<file path="config.mk">
export PLATFORM = sky130hd
export DESIGN_NAME = ps2_rx_flat
export DESIGN_NICKNAME = d
export VERILOG_FILES = /design/src/rtl/ps2_rx_if.sv /design/src/rtl/ps2_rx.sv /design/src/flat_wrapper.sv
export SDC_FILE = /design/constraint.sdc
export NUM_CORES = 1
export LEC_CHECK = 0
export ABC_AREA = 1
export CAP_MARGIN = 0
export CORE_MARGIN = 1.5
export CORE_UTILIZATION = 55
export CTS_CLUSTER_SIZE = 10
export DETAILED_ROUTE_END_ITERATION = 16
export PLACE_DENSITY_LB_ADDON = 0.08
export SLEW_MARGIN = 20
export SYNTH_ARGS = -nofsm -noshare
export SYNTH_HDL_FRONTEND = slang
export SYNTH_SLANG_ARGS = --single-unit
</file>
<file path="constraint.sdc">
create_clock -name clk -period 3.85 [get_ports clk]
set_input_delay 0.5775 -clock clk [delete_from_list [all_inputs] [get_ports clk]]
set_output_delay 0.5775 -clock clk [all_outputs]
set_load 0.1 [all_outputs]
</file>
<file path="src/rtl/ps2_rx_if.sv">
// PS/2 receiver bus bundle.
// Keyboard lines in, received bytes and pulses out.
interface ps2_rx_if;
  logic        ps2_clk;
  logic        ps2_data;
  logic [15:0] out;
  logic        byte_valid;
  logic        err;

  modport master (
    output ps2_clk,
    output ps2_data,
    input  out,
    input  byte_valid,
    input  err
  );

  modport slave (
    input  ps2_clk,
    input  ps2_data,
    output out,
    output byte_valid,
    output err
  );
endinterface

</file>
<file path="src/rtl/ps2_rx.sv">
// PS/2 keyboard receiver: sync, glitch filter,
// frame FSM with parity/stop check and timeout.
module ps2_rx #(
  parameter int FILTER_LEN = 8,
  parameter int TIMEOUT    = 50000
) (
  input  logic     clk,
  input  logic     rst,
  ps2_rx_if.slave  bus
);

  localparam int FW = $clog2(FILTER_LEN + 1);
  localparam int TW = $clog2(TIMEOUT + 1);

  localparam logic [FW-1:0] FLAST =
    FW'(FILTER_LEN - 1);
  localparam logic [TW-1:0] TLIM =
    TW'(TIMEOUT);

  localparam logic [1:0] S_IDLE = 2'd0;
  localparam logic [1:0] S_DATA = 2'd1;
  localparam logic [1:0] S_PAR  = 2'd2;
  localparam logic [1:0] S_STOP = 2'd3;

  logic [1:0]    ck_sync;
  logic [1:0]    dt_sync;
  logic          ck_s;
  logic          dt_s;

  logic          filt;
  logic [FW-1:0] fcnt;
  logic          sample;

  logic [1:0]    state;
  logic [2:0]    bcnt;
  logic [7:0]    shreg;
  logic          par;
  logic [TW-1:0] tcnt;
  logic          tmo;
  logic          good;

  logic [15:0]   out_q;
  logic          bv_q;
  logic          err_q;

  assign ck_s = ck_sync[1];
  assign dt_s = dt_sync[1];

  // Two-flop synchronizers; idle bus level is 1.
  always_ff @(posedge clk) begin
    if (rst) begin
      ck_sync <= 2'b11;
      dt_sync <= 2'b11;
    end else begin
      ck_sync <= {ck_sync[0], bus.ps2_clk};
      dt_sync <= {dt_sync[0], bus.ps2_data};
    end
  end

  // Filtered clock follows only a stable run.
  always_ff @(posedge clk) begin
    if (rst) begin
      filt <= 1'b1;
      fcnt <= '0;
    end else if (ck_s == filt) begin
      fcnt <= '0;
    end else if (fcnt == FLAST) begin
      filt <= ck_s;
      fcnt <= '0;
    end else begin
      fcnt <= fcnt + 1'b1;
    end
  end

  // Falling edge of filtered clock, same
  // cycle as the filter output flips.
  assign sample = filt & ~ck_s &
                  (fcnt == FLAST);

  assign tmo  = (state != S_IDLE) &&
                (tcnt == TLIM);

  assign good = dt_s & (^{shreg, par});

  // Inactivity counter for partial frames.
  always_ff @(posedge clk) begin
    if (rst) begin
      tcnt <= '0;
    end else if (state == S_IDLE || sample) begin
      tcnt <= '0;
    end else if (tcnt != TLIM) begin
      tcnt <= tcnt + 1'b1;
    end
  end

  // Frame FSM; a sample event beats timeout.
  always_ff @(posedge clk) begin
    if (rst) begin
      state <= S_IDLE;
      bcnt  <= '0;
      shreg <= '0;
      par   <= 1'b0;
    end else if (sample) begin
      unique case (state)
        S_IDLE: begin
          if (!dt_s) begin
            state <= S_DATA;
            bcnt  <= '0;
          end
        end
        S_DATA: begin
          shreg <= {dt_s, shreg[7:1]};
          bcnt  <= bcnt + 1'b1;
          if (bcnt == 3'd7) state <= S_PAR;
        end
        S_PAR: begin
          par   <= dt_s;
          state <= S_STOP;
        end
        S_STOP: begin
          state <= S_IDLE;
        end
        default: state <= S_IDLE;
      endcase
    end else if (tmo) begin
      state <= S_IDLE;
    end
  end

  // Result register and one-cycle pulses.
  always_ff @(posedge clk) begin
    if (rst) begin
      out_q <= '0;
      bv_q  <= 1'b0;
      err_q <= 1'b0;
    end else begin
      bv_q  <= 1'b0;
      err_q <= 1'b0;
      if (sample && state == S_STOP) begin
        if (good) begin
          out_q <= {out_q[7:0], shreg};
          bv_q  <= 1'b1;
        end else begin
          err_q <= 1'b1;
        end
      end
    end
  end

  assign bus.out        = out_q;
  assign bus.byte_valid = bv_q;
  assign bus.err        = err_q;

endmodule

</file>
<file path="src/flat_wrapper.sv">
// flat-port wrapper written by rule: the top's interface ports become plain ports
module ps2_rx_flat 
#(
  parameter int FILTER_LEN = 8,
  parameter int TIMEOUT    = 50000
)
  (clk, rst, bus_ps2_clk, bus_ps2_data, bus_out, bus_byte_valid, bus_err);
  ps2_rx_if bus_i ();
  input  logic clk;
  input  logic rst;
  input wire logic [$bits(bus_i.ps2_clk)-1:0] bus_ps2_clk;
  input wire logic [$bits(bus_i.ps2_data)-1:0] bus_ps2_data;
  output wire logic [$bits(bus_i.out)-1:0] bus_out;
  output wire logic [$bits(bus_i.byte_valid)-1:0] bus_byte_valid;
  output wire logic [$bits(bus_i.err)-1:0] bus_err;
  assign bus_i.ps2_clk = bus_ps2_clk;
  assign bus_i.ps2_data = bus_ps2_data;
  assign bus_out = bus_i.out;
  assign bus_byte_valid = bus_i.byte_valid;
  assign bus_err = bus_i.err;
  ps2_rx #(.FILTER_LEN(FILTER_LEN), .TIMEOUT(TIMEOUT)) u_core (.clk(clk), .rst(rst), .bus(bus_i));
endmodule
</file>
==> metrics.cfg, run 1 <==
[timing]
drv_slew=0
rsz0062_at_grt=no
tns_ns=0
timing.final.crit_share_pct=62.8
max_slew_margin_pct=34.6
tightest_slew_ns=0.978
skew_ns=0.00683
setup_viol=0
hold_viol=0
period_minus_slack_ns=2.42
fmax_mhz=414
whs_ns=0.416

[route]
drt_iter0_drc=135
drtAntennaViolNets=0
drt-total-wl_um=5100
firstDrtPassIters=4
dr_total_vias=2388
drt-vias-per-instance=5.02
wl_per_cell_um=10.7
drc=0

[setup_path]
cpMaxStageDelayCell=clkdlybuf4s50_1
cp.required_ns=3.27
cp_max_fo=3
critical_path_class=reg2out
max_stage_delay_ns=1.15
endpoint_kind=output pin
critPathTopFamily=buffers and inverters
cp_cell_sequence=clkdlybuf4s50_1
critPathBufInv=1
critPathLaunchType=register
arrival_ns=1.84

[finish]
fill_cells=428
syn2layout_area_growth_pct=14.9
regArea_sq_um=1140
n_antenna_cell=0
final_layout_size_suffix_gt1_share_pct=10.5
multiInputGateArea_sq_um=1330
fin_nets=419

[place]
globalplace.congestion=0.895
numPortBuffers=21
dp_hpwl_um=3670

[clocking]
clk_pin_slew_ns=0.06
h-tree-depth=3
cts_buffers=9
post_cts_buffers=0
cts.sink_count=57
cts_resized=0
cts_root_buffer=clkbuf_8
cts_tree=built
insertion_delay_ns=0.33
clockBufferDepth=2
hold_buffers=0

[power]
p_comb_share_pct=2.1
peakVddDrop_mv=0.257
pwr-share-seq_pct=54.9
p_leak_nw=1.31
power_density_nw_per_um2=347
p_switching_uw=236
power.share.clock_pct=43.0
swShare_pct=21.9
p_int_uw=843

[floorplan]
start_util_pct=57.3
core_area_sq_um=4720
chipWidth_um=73.1
die_area_sq_um=5350
num_rows=25
io_pins=22
die_height_um=73.1

[yosys]
syn_nets=397
ys_seq_elements=57
postSynthCellCount=383
syn_area_per_cell_sq_um=7.06
ys_warn_count=0
netlist_area_sq_um=2710
yosysSeqAreaShare_pct=42.2
yosysUniqueCellTypes=29
synthTopCellsByArea=dfxtp_1 42%, nand2_1 11%, nor2_1 8.9%
synth_top_area_share_pct=42.2
synth_top_cell_by_area=dfxtp_1

[status]
status=complete, no violations

[flow_run]
cap_violations=0

[global_route]
grt_max_degree=29
gr-usage-all-layers_pct=20.9
grt_pass1_wl_um=8620
grt_overflow_total=0
antenna_found_initial=0
grt_pass1_vias=2067

[worst_hold_path]
hold_path_class=reg2reg

==> synthesized netlist by cell type, drive strengths merged <==
cell and number:
o21ai 24, buf 6, nor3 1, nor4 1
nand4 18, o311ai 1, clkbuf 6, xor2 3
nor3b 1, inv 45, or2 5, nor2 65
nand3 17, dfxtp 57, ha 10, o21a 2
nand2 91, o211ai 1, a21oi 29
==> power groups by stage <==
stage	sequential, mW	combinational, mW	clock (mW)
2_1_floorplan	0.606	0.0158	0
3_3_place_gp	0.606	0.0222	0
3_5_place_dp	0.606	0.0227	0
4_1_cts	0.593	0.0228	0.478
5_1_grt	0.593	0.0260	0.501
6_report	0.593	0.0225	0.464
==> metal layers <==
metal,vias to the layer above,routed length (um),track usage [%]
li1,1282,-,-
met3,10,149,4.97
met4,0,109,11.3
met2,29,2280,32.5
met5,-,0,0
met1,1067,2570,26.5
==> logic make-up after synthesis <==
kind of cell,Yosys count,synth area share [%]
buffers and inverters,57,8.70
flip-flops,57,42.2
XOR/XNOR,3,0.972
AND/OR/NAND/NOR,199,32.6
AO/OA/AOI/OAI,57,11.0
adder cells (fa/ha/maj),10,4.63
==> metrics by stage <==
| step | util (%) | instance area [sq um] | setup WS, ns | cells | total power, mW |
|---|---|---|---|---|---|
| after detailed placement | 62.4 | 2950 | 1.71 | 461 | 0.629 |
| after global routing | 65.8 | 3110 | 1.39 | 476 | 1.12 |
| final | 65.8 | 3110 | 1.43 | 476 | 1.08 |
| after global placement | 62.4 | 2950 | 1.77 | 461 | 0.628 |
| after CTS | 65.8 | 3110 | 1.42 | 476 | 1.09 |
| after floorplan | - | 2710 | 2.33 | 383 | 0.622 |
==> cells in the final DEF (no fill, tap or decap), types with 16 or more instances in the layout <==
master,netlist,layout
clkdlybuf4s50_1,0,21
inv_1,35,35
nand4_1,18,18
dfxtp_1,57,57
nand2_1,81,81
o21ai_0,22,22
nand3_1,16,16
a21oi_1,29,29
nor2_1,64,64
==> cell type report <==
cell class                 count  area share (%)
multi-input combinational    269            42.7
tap                           67            2.70
clock buffer                  11            4.55
sequential                    57            36.7
clock inverter                 4           0.644
inverter                      45            5.43
timing repair buffer          23            7.24
==> registers in the layout (all words and copies together) (netlist names) <==
name	count
u_core.bcnt	3
u_core.bus.byte_valid	1
u_core.bus.err	1
u_core.bus.out	16
u_core.ck_sync	2
u_core.dt_sync	2
u_core.fcnt	4
u_core.filt	1
u_core.par	1
u_core.shreg	8
u_core.state	2
u_core.tcnt	16
==> final timing paths <==
check / cells after the start / slack [ns] / startpoint / endpoint
min: 1 / 0.42 / u_core.ck_sync[0] / u_core.ck_sync[1]
max: 1 / 1.43 / u_core.bus.out[2] / bus_out[2]
min reg2reg: 1 / 0.42 / u_core.ck_sync[0] / u_core.ck_sync[1]
max reg2reg: 10 / 2.04 / u_core.tcnt[1] / u_core.tcnt[14]
(Power assumes the default switching activity.)
==> run 2, diff against run 1 <==
Settings changed: CORE_UTILIZATION 55 to 52.
Clock period 3.85 ns to 2.1 ns, I/O delays scaled along.
==> metrics.cfg, run 2 (same netlist as run 1, synthesis figures left out) <==
[route]
drtAntennaViolNets=0  ; unchanged
drc=0  ; unchanged
firstDrtPassIters=4  ; unchanged
dr_total_vias=2411  ; +0.96%
drt-total-wl_um=5430  ; +6.3%
drt-vias-per-instance=5.00  ; -0.29%
drt_iter0_drc=183  ; +36%
wl_per_cell_um=11.3  ; +5.0%

[power]
peakVddDrop_mv=0.412  ; +60%
power_density_nw_per_um2=713  ; +110%
p_leak_nw=1.38  ; +5.4%

[clocking]
h-tree-depth=3  ; unchanged
post_cts_buffers=0  ; unchanged
cts_root_buffer=clkbuf_8
cts_tree=built
cts.sink_count=57  ; unchanged
hold_buffers=0  ; unchanged
clk_pin_slew_ns=0.06  ; about the same
insertion_delay_ns=0.34  ; about the same
cts_resized=0  ; unchanged
clockBufferDepth=2  ; unchanged
cts_buffers=9  ; unchanged

[global_route]
grt_pass1_wl_um=9250  ; +7.3%
grt_max_degree=29  ; unchanged
grt_pass1_vias=2156  ; +4.3%
grt_overflow_total=0  ; unchanged
gr-usage-all-layers_pct=21.6  ; +0.70 points
antenna_found_initial=0  ; unchanged

[timing]
tightest_slew_ns=0.398  ; -0.580 ns
timing.final.crit_share_pct=84.5
period_minus_slack_ns=1.77
rsz0062_at_grt=no
hold_viol=0  ; unchanged
fmax_mhz=564
setup_viol=0  ; unchanged
skew_ns=0.00918  ; +0.00235 ns
tns_ns=0  ; unchanged
max_slew_margin_pct=73.2  ; +39 points
drv_slew=0  ; unchanged

[setup_path]
r2r-end=u_core.state[0]
cp.required_ns=2.32  ; -0.95 ns
r2r_cells=11  ; +1
critical_path_class=reg2reg
cp_max_fo=18  ; +15
max_stage_delay_ns=0.32  ; -0.83 ns
arrival_ns=1.99  ; +0.15 ns
r2r-start=u_core.fcnt[0]
cp_cell_sequence=ha_1 -> nand2_1 -> nor2_1 -> nand2_1 -> inv_2 -> nand2_2 -> nor2_1 -> nor2_1 -> nand2_1 -> o21ai_1 -> a21oi_1
critPathLaunchType=register
cpMaxStageDelayCell=dfxtp_1
r2r_slack_ns=0.33  ; -1.71 ns
endpoint_kind=register

[floorplan]
start_util_pct=53.3  ; -4.0 points
io_pins=22  ; unchanged
chipWidth_um=75.1  ; +2.7%
core_area_sq_um=5070  ; +7.4%
num_rows=26  ; +4.0%
die_height_um=75.1  ; +2.7%
die_area_sq_um=5640  ; +5.5%

[finish]
fin_util_pct=61.7  ; -4.1 points
final_layout_size_suffix_gt1_share_pct=15.8  ; +5.3 points
multiInputGateArea_sq_um=1330  ; unchanged
syn2layout_area_growth_pct=15.7
regArea_sq_um=1140  ; unchanged
mostFrequentLayoutCell=nand2_1
final_cell_mix=81 x nand2_1, 64 x nor2_1, 57 x dfxtp_1
fin_nets=421  ; +0.48%
n_antenna_cell=0  ; unchanged
fill_cells=500  ; +17%

[place]
globalplace.congestion=0.860  ; -3.9%
numPortBuffers=21  ; unchanged
dp_hpwl_um=3800  ; +3.7%

[worst_hold_path]
whs_path_depth=1  ; unchanged
holdCritStartpoint=u_core.dt_sync[0]
min_to=u_core.dt_sync[1]
hold_path_class=reg2reg

[status]
status=complete, no violations

[flow_run]
cap_violations=0  ; unchanged

==> run 2: changes by cell type in the layout (fill, tap and decap cells not counted) <==
| cell | change |
|---|---|
| buf_4 | +20 |
| bufinv_16 | +2 |
| clkbuf_1 | -1 |
| clkbuf_8 | -1 |
| clkdlybuf4s50_1 | -18 |
| clkinv_2 | +1 |
==> run 2: area by class of cell <==
class	instances	area share, %
flip-flops and latches	57	36.5
clock buffers	9	3.96
well taps	70	2.80
clock inverters	7	2.72
multi-input cells	269	42.4
inverters	45	5.40
repair buffers	25	6.24
==> run 2: report_power, final <==
group	internal [mW]	switching, mW
logic	0.0185	0.0249
registers	1.09	0.00275
clock network	0.657	0.443
total	1.76	0.471
==> run 2: layer usage <==
metal	wire length, um	track usage [%]	part of all wire, %	vias up
met4	98	9.70	1.8	0
met5	0	0	0	-
met2	2430	34.9	45	28
met3	118	4.42	2.2	11
li1	-	-	-	1279
met1	2780	27.7	51	1093
==> run 2: worst max path at each step <==
stage / start / end / cells after the start
3_5_place_dp: u_core.fcnt[0] / u_core.state[0] / 11
6_report: u_core.fcnt[0] / u_core.state[0] / 11
3_3_place_gp: u_core.fcnt[0] / u_core.state[0] / 11
2_1_floorplan: u_core.fcnt[0] / u_core.bus.out[8] / 11
4_1_cts: u_core.fcnt[0] / u_core.bus.out[7] / 10
5_1_grt: u_core.fcnt[0] / u_core.state[1] / 11
==> run 2: per-stage QoR <==
| stage | area (sq um) | setup slack, ns | hold WS, ns | instances | total power, mW |
|---|---|---|---|---|---|
| floorplan | 2710 | 0.594 | 0.389 | 383 | 1.14 |
| global placement | 2920 | 0.392 | 0.396 | 466 | 1.16 |
| detailed placement | 2920 | 0.353 | 0.397 | 466 | 1.16 |
| CTS | 3130 | 0.307 | 0.412 | 482 | 2.25 |
| global route | 3130 | 0.0875 | 0.423 | 482 | 2.30 |
| finish | 3130 | 0.326 | 0.408 | 482 | 2.23 |
==> run 2: critical path: cells and delay by family, from the launching register on <==
| kind | cells | cell delay, ns |
|---|---|---|
| AO/OA/AOI/OAI | 2 | 0.18 |
| adder cells (fa/ha/maj) | 1 | 0.21 |
| buffers and inverters | 1 | 0.09 |
| flip-flops | 1 | 0.32 |
| AND/OR/NAND/NOR | 7 | 0.86 |
==> run 3, diff against run 2 <==
Clock period 2.1 ns to 1.6 ns, I/O delays scaled along.
==> metrics.cfg, run 3 (same netlist as run 1, synthesis figures left out) <==
[status]
status=complete, no violations

[timing]
hold_viol=0  ; unchanged
max_slew_margin_pct=72.5  ; -0.66 points
timing.final.crit_share_pct=92.9  ; +8.4 points
setup_viol=0  ; unchanged
drv_slew=0  ; unchanged
period_minus_slack_ns=1.49  ; -0.288 ns
skew_ns=0.00516  ; -0.00402 ns
fmax_mhz=673  ; +19%
tightest_slew_ns=0.408  ; +0.00982 ns
rsz0062_at_grt=yes
worst_slack_ns=0.114  ; -0.212 ns

[clocking]
cts_tree=built
cts_root_buffer=clkbuf_8
cts.sink_count=57  ; unchanged
h-tree-depth=3  ; unchanged
cts_buffers=9  ; unchanged
hold_buffers=0  ; unchanged
insertion_delay_ns=0.33  ; about the same
clockBufferDepth=2  ; unchanged
clk_pin_slew_ns=0.06  ; about the same

[floorplan]
io_pins=22  ; unchanged
core_area_sq_um=5070  ; unchanged
num_rows=26  ; unchanged
die_height_um=75.1  ; unchanged
chipWidth_um=75.1  ; unchanged
start_util_pct=53.3  ; unchanged
die_area_sq_um=5640  ; unchanged

[route]
top_layer=met4
wl_met2_um=2590  ; +6.8%
drtAntennaViolNets=0  ; unchanged
drt_iter0_drc=139  ; -24%
drt-total-wl_um=5600  ; +3.3%
drt-met1-wl_um=2760  ; -0.65%
drc=0  ; unchanged
wl_per_cell_um=11.4  ; +1.2%
dr_wl_met3_um=166  ; +41%
dr_total_vias=2437  ; +1.1%
firstDrtPassIters=4  ; unchanged
drt-vias-per-instance=4.95  ; -0.98%

[setup_path]
worst_path_most_repeated_cell=nor2_4
max_stage_delay_ns=0.36  ; +0.04 ns
critPathBufInv=0  ; -1
cpMaxStageDelayCell=dfxtp_4
cp_max_fo=3  ; -15
r2r-start=u_core.tcnt[1]
r2r_slack_ns=0.11  ; -0.21 ns
crit_path_end=u_core.tcnt[14]
cp.required_ns=1.83  ; -0.49 ns
critPathLaunchType=register
arrival_ns=1.71  ; -0.28 ns
r2r-end=u_core.tcnt[14]
r2r_cells=10  ; -1
critPathTopFamily=simple AND/OR/NAND/NOR gates
cp_cell_sequence=ha_4 -> nand2_4 -> nor2_4 -> nand2_2 -> nor2_4 -> nand2_2 -> nor2_4 -> nand3_2 -> o21ai_2 -> a21oi_1
startpoint=u_core.tcnt[1]
critical_path_class=reg2reg
worst-path-stages=10  ; -1
endpoint_kind=register

[global_route]
grt_max_degree=29  ; unchanged
grt_pass1_vias=2036  ; -5.6%
grt_pass1_wl_um=8980  ; -2.8%
grt_overflow_total=0  ; unchanged
gr-usage-all-layers_pct=21.2  ; -0.35 points
antenna_found_initial=0  ; unchanged

[finish]
final_layout_size_suffix_gt1_share_pct=23.7  ; +7.9 points
mostFrequentLayoutCell=nand2_1
stdcell_area_sq_um=3520  ; +12%
fin_util_pct=69.4  ; +7.7 points
final_cell_mix=77 x nand2_1, 58 x nor2_1, 46 x dfxtp_1
fin_nets=431  ; +2.4%
n_antenna_cell=0  ; unchanged
stdcell_count=492  ; +2.1%
syn2layout_area_growth_pct=30.2

[place]
dp.cells=474  ; +1.7%
globalplace.congestion=0.801  ; -6.8%
numPortBuffers=21  ; unchanged
dp_slack_ns=-0.0139  ; -0.367 ns
dpl_cell_area_sq_um=3220  ; +10%
dp_hpwl_um=3960  ; +4.2%

[power]
power_density_nw_per_um2=760  ; +6.6%
p_leak_nw=1.51  ; +9.5%
peakVddDrop_mv=0.682  ; +66%
finalPower_mw=2.68  ; +20%

[worst_hold_path]
hold_path_class=reg2reg

[flow_run]
cap_violations=0  ; unchanged

-- run 3: worst register-to-register path, cell delays in order (launching register included) --
cell and delay (ns):
dfxtp_4 0.36, ha_4 0.15, nand2_4 0.06, nor2_4 0.12
nand2_2 0.08, nor2_4 0.14, nand2_2 0.08, nor2_4 0.14
nand3_2 0.09, o21ai_2 0.14, a21oi_1 0.05
-- run 3: layer usage --
layer	vias up	global-route usage, %
met4	0	10.1
met3	7	5.35
met1	1099	28.2
li1	1303	-
met2	28	32.3
met5	-	0
-- run 3: what timing repair did --
item / in CTS / in global routing
resized for setup: 3 / 38
setup buffers: 0 / 1
endpoints found under the setup margin: 3 / 39
gates cloned: 0 / 1
hold endpoints to repair: 0 / 0
pin swaps: 0 / 6
-- run 3: metrics by stage --
stage	hold slack (ns)	TNS, ns
final	0.407	0
after global routing	0.420	-0.228
after CTS	0.408	0
after floorplan	0.344	0
after global placement	0.392	0
after detailed placement	0.393	-0.0139
-- run 3: area by class of cell --
class	count	area, sq um
Sequential cell	57	1160
Timing Repair Buffer	34	500
Tap cell	70	87.6
Clock buffer	13	159
Inverter	45	174
Clock inverter	3	15.0
Multi-Input combinational cell	270	1430
Fill cell	440	1550
-- run 3: worst min path at each step --
stage | start | endpoint | slack, ns | cells past startpoint
after CTS | u_core.dt_sync[0] | u_core.dt_sync[1] | 0.41 | 1
after global placement | u_core.dt_sync[0] | u_core.dt_sync[1] | 0.39 | 1
final | u_core.dt_sync[0] | u_core.dt_sync[1] | 0.41 | 1
after global routing | u_core.dt_sync[0] | u_core.dt_sync[1] | 0.42 | 1
after detailed placement | u_core.dt_sync[0] | u_core.dt_sync[1] | 0.39 | 1
after floorplan | bus_ps2_clk | u_core.ck_sync[0] | 0.34 | 1
-- run 3: power by group --
part / total, mW / switching (mW) / internal [mW] / leakage (nW)
clock network: 1.19 / 0.552 / 0.639 / 0.0932
logic: 0.0591 / 0.0350 / 0.0241 / 0.953
registers: 1.43 / 0.00258 / 1.42 / 0.466
total: 2.68 / 0.589 / 2.09 / 1.51
